File: config.mk
export PLATFORM = sky130hd
export DESIGN_NAME = sync_fifo
export DESIGN_NICKNAME = d
export VERILOG_FILES = /design/src/rtl/sync_fifo_pkg.sv /design/src/rtl/sync_dualport_sram.sv /design/src/rtl/sync_fifo.sv
export SDC_FILE = /design/constraint.sdc
export NUM_CORES = 1
export LEC_CHECK = 0
export ABC_CLOCK_PERIOD_IN_PS = 2400
export BUFFER_PORTS_ARGS = -buffer_cell sky130_fd_sc_hd__buf_2
export CAP_MARGIN = 20
export CORE_MARGIN = 10
export CORE_UTILIZATION = 40
export DETAILED_ROUTE_END_ITERATION = 12
export PLACE_DENSITY = 0.69
export SLEW_MARGIN = 10
export SYNTH_ARGS = -nofsm -noshare
export SYNTH_HDL_FRONTEND = slang
export SYNTH_SLANG_ARGS = --single-unit
File: constraint.sdc
create_clock -name clk -period 2.4 [get_ports clk]
set_input_delay 0 -clock clk [delete_from_list [all_inputs] [get_ports clk]]
set_output_delay 0 -clock clk [all_outputs]
set_load 0.01 [all_outputs]
File: src/rtl/sync_fifo_pkg.sv
// Shared defaults and helpers for the single-clock byte FIFO.
// Imported by sync_fifo and sync_dualport_sram.
package sync_fifo_pkg;

   localparam int DEF_DATA_BITS = 8;
   localparam int DEF_ADDR_BITS = 4;

   function automatic int fifo_depth(input int a);
      return 1 << a;
   endfunction

endpackage

File: src/rtl/sync_dualport_sram.sv
// Simple dual-port SRAM: one write port, one registered read port.
// Read data holds its value when read_en is low.
module sync_dualport_sram
   import sync_fifo_pkg::*;
#(
   parameter int DATA_BITS = DEF_DATA_BITS,
   parameter int ADDR_BITS = DEF_ADDR_BITS
) (
   input  logic                 clk,
   input  logic                 write_en,
   input  logic [ADDR_BITS-1:0] write_addr,
   input  logic [DATA_BITS-1:0] write_data,
   input  logic                 read_en,
   input  logic [ADDR_BITS-1:0] read_addr,
   output logic [DATA_BITS-1:0] read_data
);

   localparam int DEPTH = fifo_depth(ADDR_BITS);

   logic [DATA_BITS-1:0] mem_q [DEPTH];
   logic [DATA_BITS-1:0] read_data_q;

   always_ff @(posedge clk) begin
      if (write_en)
         mem_q[write_addr] <= write_data;
      if (read_en)
         read_data_q <= mem_q[read_addr];
   end

   assign read_data = read_data_q;

endmodule

File: src/rtl/sync_fifo.sv
// Single-clock FIFO around sync_dualport_sram with registered flags/count.
// Define SYNC_FIFO_ERR_EN to add sticky overflow/underflow outputs.
module sync_fifo
   import sync_fifo_pkg::*;
#(
   parameter int DATA_BITS = DEF_DATA_BITS,
   parameter int ADDR_BITS = DEF_ADDR_BITS
) (
   input  logic                 clk,
   input  logic                 reset,
   input  logic                 wr_en,
   input  logic [DATA_BITS-1:0] wr_data,
   input  logic                 rd_en,
   output logic [DATA_BITS-1:0] rd_data,
   output logic                 rd_valid,
   output logic                 empty,
   output logic                 full,
   output logic [ADDR_BITS:0]   count
`ifdef SYNC_FIFO_ERR_EN
   ,
   output logic                 overflow,
   output logic                 underflow
`endif
);

   localparam int CW = ADDR_BITS + 1;
   localparam logic [ADDR_BITS:0] DEPTH_C = CW'(fifo_depth(ADDR_BITS));

   logic [ADDR_BITS-1:0] wr_ptr_q, wr_ptr_d;
   logic [ADDR_BITS-1:0] rd_ptr_q, rd_ptr_d;
   logic [ADDR_BITS:0]   count_q, count_d;
   logic                 empty_q, empty_d;
   logic                 full_q, full_d;
   logic                 rd_valid_q, rd_valid_d;
   logic                 wr_acc, rd_acc;

   assign wr_acc = wr_en && !full_q;
   assign rd_acc = rd_en && !empty_q;

   always_comb begin
      wr_ptr_d   = wr_ptr_q;
      rd_ptr_d   = rd_ptr_q;
      count_d    = count_q;
      rd_valid_d = rd_acc;
      if (wr_acc)
         wr_ptr_d = wr_ptr_q + ADDR_BITS'(1);
      if (rd_acc)
         rd_ptr_d = rd_ptr_q + ADDR_BITS'(1);
      case ({wr_acc, rd_acc})
         2'b10:   count_d = count_q + CW'(1);
         2'b01:   count_d = count_q - CW'(1);
         default: count_d = count_q;
      endcase
      empty_d = (count_d == '0);
      full_d  = (count_d == DEPTH_C);
   end

   always_ff @(posedge clk or posedge reset) begin
      if (reset) begin
         wr_ptr_q   <= '0;
         rd_ptr_q   <= '0;
         count_q    <= '0;
         empty_q    <= 1'b1;
         full_q     <= 1'b0;
         rd_valid_q <= 1'b0;
      end else begin
         wr_ptr_q   <= wr_ptr_d;
         rd_ptr_q   <= rd_ptr_d;
         count_q    <= count_d;
         empty_q    <= empty_d;
         full_q     <= full_d;
         rd_valid_q <= rd_valid_d;
      end
   end

`ifdef SYNC_FIFO_ERR_EN
   logic ovf_q, ovf_d;
   logic udf_q, udf_d;

   // Sticky: records any rejected request until the next reset.
   assign ovf_d = ovf_q | (wr_en & full_q);
   assign udf_d = udf_q | (rd_en & empty_q);

   always_ff @(posedge clk or posedge reset) begin
      if (reset) begin
         ovf_q <= 1'b0;
         udf_q <= 1'b0;
      end else begin
         ovf_q <= ovf_d;
         udf_q <= udf_d;
      end
   end

   assign overflow  = ovf_q;
   assign underflow = udf_q;
`endif

   sync_dualport_sram #(
      .DATA_BITS (DATA_BITS),
      .ADDR_BITS (ADDR_BITS)
   ) u_sram (
      .clk        (clk),
      .write_en   (wr_acc),
      .write_addr (wr_ptr_q),
      .write_data (wr_data),
      .read_en    (rd_acc),
      .read_addr  (rd_ptr_q),
      .read_data  (rd_data)
   );

   assign rd_valid = rd_valid_q;
   assign empty    = empty_q;
   assign full     = full_q;
   assign count    = count_q;

endmodule

Word-level counts from Yosys, hierarchy flattened --
Memory sizes are Yosys's and may differ from the RTL's. A register that Yosys moved wholly into a read port is not among the register bits. Index checks and enable logic that the tools add are counted.
Cells by class: $add $sub $neg 4, equality and inequality tests 3, mux-type cells 3, reductions and logical operators 5
Operator list (count):
- $pmux W5 S2 | 1
- $add A4 B1 Y4 const B | 2
- $add A5 B1 Y5 const B | 1
- $eq A5 B5 Y1 const B | 1
- $logic_not A5 Y1 | 1
- $sub A5 B1 Y5 const B | 1
- $eq A2 B1 Y1 const B | 1
- $eq A2 B2 Y1 const B | 1
- $logic_and A1 B1 Y1 | 2
- $logic_not A1 Y1 | 2
- $mux W1 | 2
Storage, ports and cells: register bits after elaboration 16, bits in writable memories 128, input port bits 12, output and inout bits 16, logic and storage cells 22, memories kept 1
Memories:
- u_sram.mem_q | depth 16, bits a word 8, read ports 1, clocked after Yosys merged registers in 1, write ports 1, line sync_dualport_sram.sv:20 | logic [DATA_BITS-1:0] mem_q [DEPTH];

Logic depth before layout (Yosys ltp) --
word-level depth 5, mapped depth 11, depth with buffers taken out 10

By module --
A second synthesis with hierarchy kept.
Unflattened totals: cells, all modules 309, area, all modules 6084.6 um^2
By module, submodules not included:
- sync_dualport_sram | times used 1, cells each 229, area an instance 5227.5 um^2, sequential area each 4083.9 um^2
- sync_fifo | times used 1, cells each 80, area an instance 857.1 um^2, sequential area each 401.6 um^2

Worst setup path before layout --
No wires, ideal clock.
kind reg2reg, start point register empty_q (netlist: empty), end point register full_q (netlist: full), library setup time 0.080 ns, arrival time 2.382 ns, required time 2.320 ns, slack -0.062 ns, stages on the path, launching flop included 12, buffers on the path 1, period minus slack after synthesis 2.462 ns, path through dfstp_2 -> nand2b_4 -> buf_6 -> inv_2 -> nand2_1 -> xnor2_1 -> ha_1 -> a21oi_1 -> or3_4 -> a2111o_1 -> a31o_1 -> nor3b_2
Between the ends: longest elaborated chain between the ends 5, elaborated cells on any way between the ends 6, those cells by class 3 x eq/ne; 1 x mux; 2 x reduce/logical
RTL lines:
- start, declared | line sync_fifo.sv:32 | logic empty_q, empty_d;
- start signal, assigned | line sync_fifo.sv:70 | empty_q <= empty_d;
- $logic_not A1 Y1 * | line sync_fifo.sv:38 | assign rd_acc = rd_en && !empty_q;
- $logic_and A1 B1 Y1 * | line sync_fifo.sv:38
- $eq A2 B1 Y1 / $eq A2 B2 Y1 (equally long branches) | line sync_fifo.sv:49 | case ({wr_acc, rd_acc})
- $pmux W5 S2 * | line sync_fifo.sv:49
- $eq A5 B5 Y1 * | line sync_fifo.sv:55 | full_d = (count_d == DEPTH_C);
- named net full_d | line sync_fifo.sv:33 | logic full_q, full_d;
- end signal, assigned | line sync_fifo.sv:71 | full_q <= full_d;
- end, declared | line sync_fifo.sv:33
Mark *: on every way through the listed nets, which the timed path passes. The rest lies on a longest branch. A chain may end at the register's enable or synchronous reset.

Worst setup path in the final report --
start point register full_q (netlist: full), end point register full_q (netlist: full)
Between the ends: longest elaborated chain between the ends 5, elaborated cells on any way between the ends 6, those cells by class 3 x eq/ne; 1 x mux; 2 x reduce/logical
RTL lines:
- $logic_not A1 Y1 * | line sync_fifo.sv:37 | assign wr_acc = wr_en && !full_q;
- $logic_and A1 B1 Y1 * | line sync_fifo.sv:37
- $eq A2 B1 Y1 / $eq A2 B2 Y1 (equally long branches) | line sync_fifo.sv:49
- $pmux W5 S2 * | line sync_fifo.sv:49
- $eq A5 B5 Y1 * | line sync_fifo.sv:55
- named net full_d | line sync_fifo.sv:33
Marks and branches as above.

==> results_dict.tcl <==
set metrics [dict create \
    vias_per_cell 5.260 \
    ys_ff_latch 152 \
    drive_gt1_frac 0.3727 \
    rows 44 \
    hpwl_mm 7.081 \
    num-fill-cells 1160 \
    synth.net_count 313 \
    final_cells 557 \
    async_flop_share 0.1053 \
    arrival_ps 2630 \
    wirelength_mm 11.24 \
    die-area_um2 20350 \
    clk_pin_slew_ps 60 \
    synthCells 294 \
    fmax_ghz 0.4354 \
    synth.top_cell.area_share 0.6786 \
    crit_type "reg2reg" \
    p_leak_nw 2.498 \
    crit_fanout 5 \
    tightest_slew_ps 646.0 \
    syn-cell-area_um2 6018 \
    rsz0062_at_grt "yes" \
    synth_edf_count 136 \
    setup-violations-final 0 \
    ios 28 \
    cp-end-kind "register" \
    antenna_found_initial 0 \
    hp-class "in2reg" \
    die_w_um 142.7 \
    grt-ovfl-total 0 \
    cts_inserted_buffers 17 \
    drc 0 \
    reg2reg_slack_ps 100 \
    clock-sinks 152 \
    gp_congestion 0.7763 \
    port_buffers 27 \
    min_period_ps 2297 \
    hold_ws_ps 114.7 \
    place_inst 511 \
    cellPowerDensity_nw_per_um2 1211 \
    finalHoldViolations 0 \
    num-nets-final 379 \
    vdd_drop_max_v 0.0005738 \
    max_stage_delay_ps 360 \
    crit_path_top_delay_cell "a2111o_1" \
    tns_ps 0 \
    grt_max_degree 33 \
    wl_per_cell_um 20.17 \
    cts_max_level 4 \
    start_util 0.4110 \
    vias 2930 \
    cts-root-buf "clkbuf_16" \
    ys.warnings.count 0 \
    maxSlewViolCount 0 \
    yosys.area.top_type "edfxtp_1" \
    multiInputGateArea_um2 1479 \
    yosysSeqAreaShare 0.7453 \
    total_power_mw 8.824 \
    ys.flop_type "edfxtp_1" \
    grt_usage 0.1159 \
    worstSkewPairLatency_ps 420 \
    core_um2 14640 \
    finClkSkew_ps 7.188 \
    synth.area.top_cells "edfxtp_1 68%, mux4_2 15%, dfrtp_1 6.2%, ha_1 1.5%, xnor2_1 1.5%" \
    syn2layout_area_growth_pct 21.06 \
    cts_tree "built" \
    clockBufferDepth 2 \
    slew_headroom 0.5693 \
    finalCritPeriodShare 0.9569 \
    first_iter_violations 253 \
    grt_pass1_wl_mm 17.46 \
    status "completed" \
    path_cells "and2b_1 -> inv_2 -> nand2_2 -> xnor2_2 -> ha_4 -> a21oi_2 -> or3_4 -> a2111o_1 -> a31o_1 -> nor3b_2" \
    ant_nets 0 \
    syn_avg_cell_area_um2 20.47 \
    first_pass_iters 4 \
    crit_required_ps 2730 \
    regArea_um2 4487 \
    grt_pass1_vias 3041 \
    die_y_um 142.7 \
    start_kind "register" \
    antenna_cells 0 \
    ys_types 38 \
    maxCapViolations 0 \
]
[flip-flops by register name, summed over array words and instances, names as in the netlist]
name / flops
count: 5
u_sram.read_data: 8
rd_valid: 1
u_sram.mem_q: 128
rd_ptr_q: 4
wr_ptr_q: 4
full: 1
empty: 1
[cell families (layout without fill, tap and decap cells)]
group	after synthesis	after routing	synth area share
flops	152	152	0.7453
xor+xnor	11	11	0.01601
fa+ha+maj	7	7	0.01455
mux	42	42	0.1532
buf+inv	24	103	0.01746
simple gates	46	46	0.03950
compound gates	12	12	0.01393
[power breakdown]
group          leakage, nW  switching [mW]  internal (mW)
combinational        0.777            1.14           1.26
sequential            1.42           0.323           3.37
clock                0.299            1.07           1.66
[cell usage after synthesis, types with 2 or more instances]
library cell	number
edfxtp_1	136
mux4_2	40
dfrtp_1	15
nor2_1	14
nand2_1	12
xnor2_1	10
ha_1	7
inv_1	7
buf_2	6
nor3_1	6
clkbuf_1	5
buf_1	4
a21oi_1	3
nand4_1	3
nand2b_1	2
o21ai_0	2
[final cells by class]
class | count | area share
inverter | 8 | 0.004122
multi-input combinational | 118 | 0.2030
tap | 184 | 0.03160
clock inverter | 15 | 0.02628
sequential | 152 | 0.6158
timing repair buffer | 63 | 0.06079
clock buffer | 17 | 0.05839
[placed cells by master (no fill, tap or decap), types with 2 or more instances in the layout]
cell / n
dfrtp_1: 14
edfxtp_1: 136
a21oi_1: 2
nor3_1: 5
inv_6: 2
buf_4: 25
ha_1: 5
clkinv_4: 4
nor2_1: 14
inv_8: 3
nand2b_1: 2
dlygate4sd3_1: 10
clkinv_1: 2
bufinv_16: 3
mux4_2: 40
nand4_1: 3
inv_1: 6
xnor2_1: 9
inv_2: 2
clkbuf_16: 17
buf_2: 27
nand2_1: 11
[through the flow]
| step | util | setup WS, ps | cell area (um2) |
|---|---|---|---|
| finish | 0.4975 | 103.5 | 7286 |
| CTS | 0.4926 | 18.44 | 7213 |
| global route | 0.4975 | -61.45 | 7286 |
| floorplan | - | 27.18 | 6021 |
| detailed placement | 0.4432 | 6.147 | 6490 |
| global placement | 0.4432 | 165.0 | 6490 |
[worst paths after layout]
| kind | cells past startpoint | endpoint | startpoint |
|---|---|---|---|
| hold reg to reg | 1 | rd_ptr_q[0] | rd_ptr_q[0] |
| max in group asynchronous | 3 | rd_ptr_q[0] | reset |
| setup reg to reg | 10 | full | full |
| setup / recovery | 10 | full | full |
| min in group asynchronous | 3 | count[4] | reset |
| hold / removal | 4 | wr_ptr_q[0] | wr_en |
[critical path: cells and delay by family, from the launching register on]
family,cells,cell delay (ps)
compound gates,3,620
fa+ha+maj,1,190
buf+inv,1,100
xor+xnor,1,200
flops,1,340
simple gates,4,780
[per-layer routing]
metal,track usage,vias up,wire length [um]
li1,-,1319,-
met1,0.1445,1533,4866
met2,0.1877,69,5798
met3,0.03184,9,441
met4,0.04777,0,129
met5,0,-,0
[what timing repair did]
item	CTS	global route
buffers inserted	0	4
hold buffers	10	0
endpoints found under the hold margin	144	0
pin swaps	0	5
resized for setup	1	10
setup endpoints to repair	1	3
No activity file was read; power rests on OpenSTA's default activity.
